### src/rtl/proc_mem_pkg.sv
// Shared types for the data-memory posted-store buffer.
package proc_mem_pkg;

    localparam int WB_AW    = 32;
    localparam int WB_DW    = 32;
    // Address bits below this index select a byte within a word.
    localparam int WORD_LSB = 2;

    typedef struct packed {
        logic [WB_AW-1:0] addr;
        logic [WB_DW-1:0] data;
    } wb_entry_t;

    typedef enum logic [1:0] {
        WB_IDLE,
        WB_DRAIN,
        WB_DONE
    } wb_state_t;

endpackage

### src/rtl/wb_fifo_core.sv
// Store FIFO: entry storage, pointers, occupancy and per-entry valid bits
// so a load address can be compared against every pending store at once.
module wb_fifo_core
    import proc_mem_pkg::*;
#(
    parameter int DEPTH = 4,
    parameter int AW    = WB_AW,
    parameter int DW    = WB_DW,
    localparam int PW   = $clog2(DEPTH)
) (
    input  logic                  clk,
    input  logic                  reset,
    input  logic                  push,
    input  logic                  pop,
    input  logic [AW-1:0]         push_addr,
    input  logic [DW-1:0]         push_data,
    input  logic [AW-1-WORD_LSB:0] hz_word,
    output logic                  hit,
    output logic [AW-1:0]         head_addr,
    output logic [DW-1:0]         head_data,
    output logic [PW:0]           count
);

    wb_entry_t         mem_q [DEPTH];
    logic [DEPTH-1:0]  vld_q;
    logic [PW-1:0]     wr_ptr_q;
    logic [PW-1:0]     rd_ptr_q;
    logic [PW:0]       count_q;

    // Storage is never reset; the valid bits and count decide what is live.
    always_ff @(posedge clk) begin
        if (push) begin
            mem_q[wr_ptr_q].addr <= push_addr;
            mem_q[wr_ptr_q].data <= push_data;
        end
    end

    // Pointers, occupancy and valid bits; pointers wrap since DEPTH is a power of two.
    always_ff @(posedge clk or negedge reset) begin
        if (!reset) begin
            wr_ptr_q <= '0;
            rd_ptr_q <= '0;
            count_q  <= '0;
            vld_q    <= '0;
        end else begin
            if (push) begin
                wr_ptr_q        <= wr_ptr_q + PW'(1);
                vld_q[wr_ptr_q] <= 1'b1;
            end
            if (pop) begin
                rd_ptr_q        <= rd_ptr_q + PW'(1);
                vld_q[rd_ptr_q] <= 1'b0;
            end
            case ({push, pop})
                2'b10:   count_q <= count_q + (PW+1)'(1);
                2'b01:   count_q <= count_q - (PW+1)'(1);
                default: count_q <= count_q;
            endcase
        end
    end

    // Word-address match against every pending entry.
    always_comb begin
        hit = 1'b0;
        for (int i = 0; i < DEPTH; i++) begin
            if (vld_q[i] && (mem_q[i].addr[AW-1:WORD_LSB] == hz_word)) begin
                hit = 1'b1;
            end
        end
    end

    assign head_addr = mem_q[rd_ptr_q].addr;
    assign head_data = mem_q[rd_ptr_q].data;
    assign count     = count_q;

endmodule

### src/rtl/dmem_write_buffer.sv
// Posted-store buffer between the core's data port and dmem.
// Stalls the core on a full buffer, on a load that hits a pending store,
// and on stores while a flush is draining the buffer.
//
// state    | meaning
// WB_IDLE  | normal operation, no flush in progress
// WB_DRAIN | flush requested; stores held off until the buffer is empty
// WB_DONE  | buffer empty; flush_done pulses for this one cycle
module dmem_write_buffer
    import proc_mem_pkg::*;
#(
    parameter int DEPTH = 4,
    parameter int AW    = WB_AW,
    parameter int DW    = WB_DW,
    localparam int PW   = $clog2(DEPTH)
) (
    input  logic          clk,
    input  logic          reset,
    input  logic          cpu_we,
    input  logic          cpu_re,
    input  logic [AW-1:0] cpu_addr,
    input  logic [DW-1:0] cpu_wdata,
    output logic          cpu_stall,
    input  logic          flush_req,
    output logic          flush_done,
    output logic          mem_valid,
    input  logic          mem_ready,
    output logic [AW-1:0] mem_addr,
    output logic [DW-1:0] mem_wdata,
    output logic [PW:0]   count
);

    localparam logic [PW:0] CNT_FULL = (PW+1)'(DEPTH);

    wb_state_t state_q;
    wb_state_t state_d;
    logic      push;
    logic      pop;
    logic      hit;
    logic      full;
    logic      store_block;
    logic      load_hazard;

    wb_fifo_core #(
        .DEPTH (DEPTH),
        .AW    (AW),
        .DW    (DW)
    ) u_fifo (
        .clk       (clk),
        .reset     (reset),
        .push      (push),
        .pop       (pop),
        .push_addr (cpu_addr),
        .push_data (cpu_wdata),
        .hz_word   (cpu_addr[AW-1:WORD_LSB]),
        .hit       (hit),
        .head_addr (mem_addr),
        .head_data (mem_wdata),
        .count     (count)
    );

    // Stall decision; a full buffer blocks a store even if the head pops this cycle.
    always_comb begin
        full        = (count == CNT_FULL);
        store_block = cpu_we && (full || (state_q == WB_DRAIN));
        load_hazard = cpu_re && !cpu_we && hit;
        cpu_stall   = store_block || load_hazard;
        push        = cpu_we && !cpu_stall;
        mem_valid   = (count != '0);
        pop         = mem_valid && mem_ready;
    end

    // Flush FSM state register.
    always_ff @(posedge clk or negedge reset) begin
        if (!reset) begin
            state_q <= WB_IDLE;
        end else begin
            state_q <= state_d;
        end
    end

    // Flush FSM next state and done pulse.
    always_comb begin
        state_d    = state_q;
        flush_done = 1'b0;
        case (state_q)
            WB_IDLE: begin
                if (flush_req) state_d = WB_DRAIN;
            end
            WB_DRAIN: begin
                if (count == '0) state_d = WB_DONE;
            end
            WB_DONE: begin
                flush_done = 1'b1;
                state_d    = flush_req ? WB_DRAIN : WB_IDLE;
            end
            default: state_d = WB_IDLE;
        endcase
    end

endmodule

### config.mk
export PLATFORM = sky130hd
export DESIGN_NAME = dmem_write_buffer
export DESIGN_NICKNAME = d
export VERILOG_FILES = /design/src/rtl/proc_mem_pkg.sv /design/src/rtl/wb_fifo_core.sv /design/src/rtl/dmem_write_buffer.sv
export SDC_FILE = /design/constraint.sdc
export NUM_CORES = 1
export LEC_CHECK = 0
export CAP_MARGIN = 10
export CORE_UTILIZATION = 60
export DETAILED_ROUTE_END_ITERATION = 12
export MAX_ROUTING_LAYER = met4
export PLACE_DENSITY_LB_ADDON = 0.05
export SLEW_MARGIN = 10
export SYNTH_ARGS = -nofsm -noshare
export SYNTH_HDL_FRONTEND = slang
export SYNTH_SLANG_ARGS = --single-unit
### constraint.sdc
create_clock -name clk -period 5 [get_ports clk]
set_input_delay 1 -clock clk [delete_from_list [all_inputs] [get_ports clk]]
set_output_delay 1 -clock clk [all_outputs]
set_load 0.03 [all_outputs]
; ---- After elaboration in Yosys (flattened, before gate mapping)
; Memory sizes are Yosys's and may differ from the RTL's.
; Cells that the tools add are included.
[word_totals]
ramBits = 256
regBits = 13
memories = 1
input_bits = 70
[memory_table]
columns = memory, words, word_bits, rd, rd_clocked_by_memory_dff, wr, line_no
row1 = u_fifo.mem_q, 4, 64, 5, 0, 1, wb_fifo_core.sv:24  ; wb_entry_t mem_q [DEPTH];
[op_classes]
bitwise = 3
eq_ne = 11
addsub = 4
n_mux = 18
n_lt_le_gt_ge = 4
n_reduce_logical = 20
[op_table]
columns = op, count
row1 = == test 30 bit, 4
row2 = logical AND 1 bit, 11
row3 = 2-to-1 mux 1 bit, 10
row4 = 2-to-1 mux 4 bit, 2
row5 = < comparator 2 x 3 -> 1 bit (second input constant), 2
row6 = one-hot mux 2 bit (3 select lines), 1
row7 = one-hot mux 3 bit (2 select lines), 1
row8 = adder 2 x 1 -> 2 bit (second input constant), 2
row9 = AND 4 bit, 1
row10 = demux 1 bit (select 2 bit), 2
row11 = == test 2 x 1 -> 1 bit (second input constant), 2
row12 = == test 2 bit (second input constant), 2
row13 = greater-or-equal comparator 2 x 1 -> 1 bit (second input constant), 2
row14 = 2-to-1 mux 2 bit, 2
row15 = inverter 4 bit, 1
row16 = bitwise OR 4 bit, 1
row17 = adder 3 x 1 -> 3 bit (second input constant), 1
row18 = == test 3 bit (second input constant), 1
row19 = logical NOT 3 bit, 1
row20 = nonzero test 3 bit, 1
row21 = subtractor 3 x 1 -> 3 bit (second input constant), 1
row22 = logical NOT 1 bit, 2
row23 = logical NOT 2 bit, 1
row24 = logical OR 1 bit, 2
row25 = 4 further kinds, 4

; ---- Longest topological paths before layout
; An unclocked memory read counts as a cell.
[logic_depth]
ltp_word = 14
depth_mapped = 10

; ---- Modules after synthesis
; A second synthesis with hierarchy kept.
[unflattened]
hier_cells = 575
area_unflattened_um2 = 11317.1
[by_module_without_submodules]
columns = module, cells_each, area_each_um2, n_inst, seq_area_each_um2
row1 = wb_fifo_core, 561, 11199.5, 1, 7962.6
row2 = dmem_write_buffer, 14, 117.6, 1, 50.0

; ---- Worst setup path after synthesis
; OpenSTA, ideal clock, no wires.
[synth_path]
kind = input to output
from = input port cpu_addr[11]
to = output port cpu_stall
cell_stages = 7
arrival_ns = 2.106
path_slack_ns = 1.894
cell_sequence = buf_6 -> xnor2_1 -> nand4_1 -> nor4_1 -> nand4_1 -> nand4_1 -> a31o_1
[synth_via]
elab_chain_cells = 8
[synth_rtl]
columns = item, line_no
row1 = "start, declared", dmem_write_buffer.sv:21  ; input logic [AW-1:0] cpu_addr,
row2 = == test 30 bit, wb_fifo_core.sv:66  ; if (vld_q[i] && (mem_q[i].addr[AW-1:WORD_LSB] == hz_word)) begin
row3 = logical AND 1 bit, wb_fifo_core.sv:66
row4 = 2-to-1 mux 1 bit (3 in series), wb_fifo_core.sv:66
row5 = 2-to-1 mux 1 bit (*), wb_fifo_core.sv:66
row6 = logical AND 1 bit (*), dmem_write_buffer.sv:66  ; load_hazard = cpu_re && !cpu_we && hit;
row7 = logical OR 1 bit (*), dmem_write_buffer.sv:67  ; cpu_stall = store_block || load_hazard;
row8 = "end, declared", dmem_write_buffer.sv:23  ; output logic cpu_stall,
; Every way passes the cells marked *; elsewhere a longest branch is shown, timed or not.

; ---- Final worst setup path
[layout_path]
from = input port cpu_addr[9]
to = output port cpu_stall
; Same word-level chain as after synthesis.

==> impl_metrics.json <==
{
  "status": "complete, but fails checks",
  "violations": "design-rule violations",
  "cts.sinks": 269,
  "path_class": "primary input to output pin",
  "fin_nets": 801,
  "pin_count": 140,
  "cts_hold_buf": 0,
  "ys_seq_area_share_pct": 71.3,
  "fill_cells": 1042,
  "clk_path_buf_depth": 3,
  "yosys_register_bits": 269,
  "drt_iter0_markers": 451,
  "slowest_delay_ps": 660,
  "drv_cap": 0,
  "place_congestion": 0.891,
  "synth_area_per_cell_um2": 20.0,
  "cts_tree": "done",
  "hold_path.class": "flop to flop",
  "drive_above_1_share_pct": 16.2,
  "powerDensity_nw_per_um2": 591,
  "start_util_pct": 62.0,
  "yosysWarnings": 0,
  "ys_types": 27,
  "finalHoldViolations": 0,
  "rsz0062_at_grt": "false",
  "grt_max_degree": 66,
  "vias": 5829,
  "port_buffers": 139,
  "worstPathRequired_ps": 4000,
  "yosys.area.top_type_share_pct": 68.4,
  "end_kind": "output pin",
  "fmax_mhz": 212,
  "wl_met1_mm": 9.54,
  "viasPerCell": 5.99,
  "finalMaxSlewViolations": 0,
  "finish.utilization_pct": 76.9,
  "grt_pass1_wl_mm": 36.5,
  "highest_layer": "met4",
  "insertion_delay_ps": 530,
  "synth_edf_count": 256,
  "setup_violations": 0,
  "route.met3.wl_mm": 1.59,
  "post_cts_buffers": 0,
  "syn_inst": 563,
  "cpMostUsedCell": "nand4_1",
  "fin_setup_tns_ps": 0,
  "stdcell_count": 973,
  "period_needed_ps": 4720,
  "period_share_pct": 94.5,
  "die_area_um2": 19300,
  "worst_slew_pin_slew_ps": 1020,
  "place_inst": 920,
  "area_growth_pct": 24.1,
  "dp_hpwl_mm": 14.7,
  "grt_use_total_pct": 26.1,
  "ys_async_sr_fraction_pct": 4.83,
  "syn_nets": 643,
  "stdcell_area_um2": 14000,
  "placed_area_um2": 12900,
  "cp-start-kind": "primary input",
  "synth_top_flop_cell": "edfxtp_1",
  "drc": 2,
  "wl_per_cell_um": 24.0,
  "synthTopCellsByArea": "edfxtp_1, mux4_2, xnor2_1, xor2_1, dfrtp_1",
  "overflow": 0,
  "cts_root_buf": "clkbuf_16",
  "grt_pass1_vias": 6349,
  "h-tree-depth": 1,
  "cp_slowest_cell": "clkdlybuf4s50_1",
  "die_h_um": 139,
  "p_leak_nw": 4.55,
  "max_slew_margin_pct": 32.1,
  "finalClockSkew_ps": 15.2,
  "cp_max_fo": 8,
  "wl_met2_mm": 11.8,
  "wirelength_mm": 23.3,
  "die_w_um": 139,
  "core_um2": 18100,
  "cts_made_buffers": 28,
  "vdd_drop_max_v": 0.000432,
  "crit_chain": "clkdlybuf4s50_1, xnor2_1, nand4_1, nor4_1, nand4_1, nand4_1, a31o_1, clkdlybuf4s50_1",
  "antenna_left": 0,
  "rows": 49,
  "arrival_ps": 3720,
  "syn_area_um2": 11200,
  "firstDrtPassIters": 10,
  "antenna_found_initial": 1,
  "yosysTopAreaCell": "edfxtp_1",
  "clk_pin_slew_worst_paths_ps": 60
}
[sequential cells by signal, summed over array words and instances, names as in the netlist]
signal / flops
u_fifo.mem_q: 256
u_fifo.vld_q: 4
u_fifo.count: 3
state_q: 2
u_fifo.rd_ptr_q: 2
u_fifo.wr_ptr_q: 2
[per-layer routing]
layer | GRT usage, % | vias up
met5 | - | -
met2 | 42.3 | 205
li1 | - | 2575
met3 | 5.46 | 35
met1 | 34.4 | 3014
met4 | 6.02 | 0
[layout make-up]
class                   count  area, µm²  area share, %
diodes                      1       2.50         0.0179
flip-flops and latches    269       8020           57.5
repair buffers            146       1480           10.6
clock buffers              32        737           5.28
multi-input cells         265       3090           22.2
inverters                  11       41.3          0.296
clock inverters            20        295           2.12
well taps                 229        287           2.05
[power breakdown]
group	internal (mW)	switching, mW	leakage (nW)
clock	1.46	0.823	0.505
combinational	1.31	1.56	1.57
sequential	2.85	0.244	2.48
[worst max-delay path, delay by kind of cell]
kind	cells	cell delay, ps
xor gates and xnor gates	1	320
and+or+nand+nor	4	980
buffers and inverters	2	1230
AOI/OAI and AO/OA	1	190
[cell usage in the layout (no fill, tap or decap)]
cell	n
edfxtp_1	256
nor4_1	15
xor2_1	46
mux2i_1	1
dfrtp_4	1
inv_6	1
diode_2	1
nor3_1	1
fa_1	1
dfrtp_2	1
clkdlybuf4s50_1	139
and2_1	2
buf_4	4
xnor2_1	79
nand2b_1	1
inv_1	11
buf_12	3
clkinv_2	4
a31o_1	1
nand4_1	25
clkbuf_1	3
nor2_1	4
bufinv_16	8
nor2b_1	1
nand2_1	2
mux4_2	64
dfrtp_1	11
o21ai_0	2
a2bb2oi_1	4
nor4_2	1
a21boi_1	1
o22ai_1	1
clkinv_1	7
clkbuf_16	29
and3_2	4
ha_1	9
[cells by family (layout without fill, tap and decap cells)]
group / count (synthesis) / after routing / share of synthesized area (%)
mux: 65 / 65 / 12.9
compound gates: 9 / 9 / 0.601
flops: 269 / 269 / 71.3
buf+inv: 29 / 209 / 1.34
xor+xnor: 125 / 125 / 9.74
fa+ha+maj: 10 / 10 / 1.18
simple gates: 56 / 56 / 2.97
other cells: 0 / 1 / 0
[cells in the mapped netlist (4+ instances only)]
library cell,count
xnor2_1,79
buf_4,5
clkbuf_1,5
a2bb2oi_1,4
dfrtp_1,13
and3_1,4
nor2_1,4
nand4_1,25
edfxtp_1,256
nor4_1,16
xor2_1,46
mux4_2,64
inv_1,11
ha_1,9
buf_2,6
[what timing repair did]
item                                    in CTS  in global routing
hold endpoints to repair                     0                  0
resized for setup                            0                  1
endpoints found under the setup margin       0                  1
[metrics by stage]
| step | setup slack (ps) | power [mW] | hold slack, ps |
|---|---|---|---|
| final | 277 | 8.25 | 512 |
| after global routing | 96.9 | 8.55 | 530 |
| after CTS | 216 | 8.32 | 513 |
| after detailed placement | 231 | 6.03 | 503 |
| after global placement | 231 | 5.97 | 480 |
| after floorplan | 1890 | 4.92 | 466 |
[path summary, 6_finish.rpt]
check	startpoint	endpoint	slack, ps	cells past startpoint
max	cpu_addr[9]	cpu_stall	280	8
min	state_q[0]$_DFFE_PN0P_	state_q[0]$_DFFE_PN0P_	510	1
max reg2reg	state_q[0]$_DFFE_PN0P_	u_fifo.mem_q[2][0]$_DFFE_PP_	2420	4
min reg2reg	state_q[0]$_DFFE_PN0P_	state_q[0]$_DFFE_PN0P_	510	1
max in group asynchronous	reset	u_fifo.rd_ptr_q[0]$_DFFE_PN0P_	3690	1
min in group asynchronous	reset	state_q[1]$_DFFE_PN0P_	860	1
Note: power is estimated with default switching activity, not from simulation.
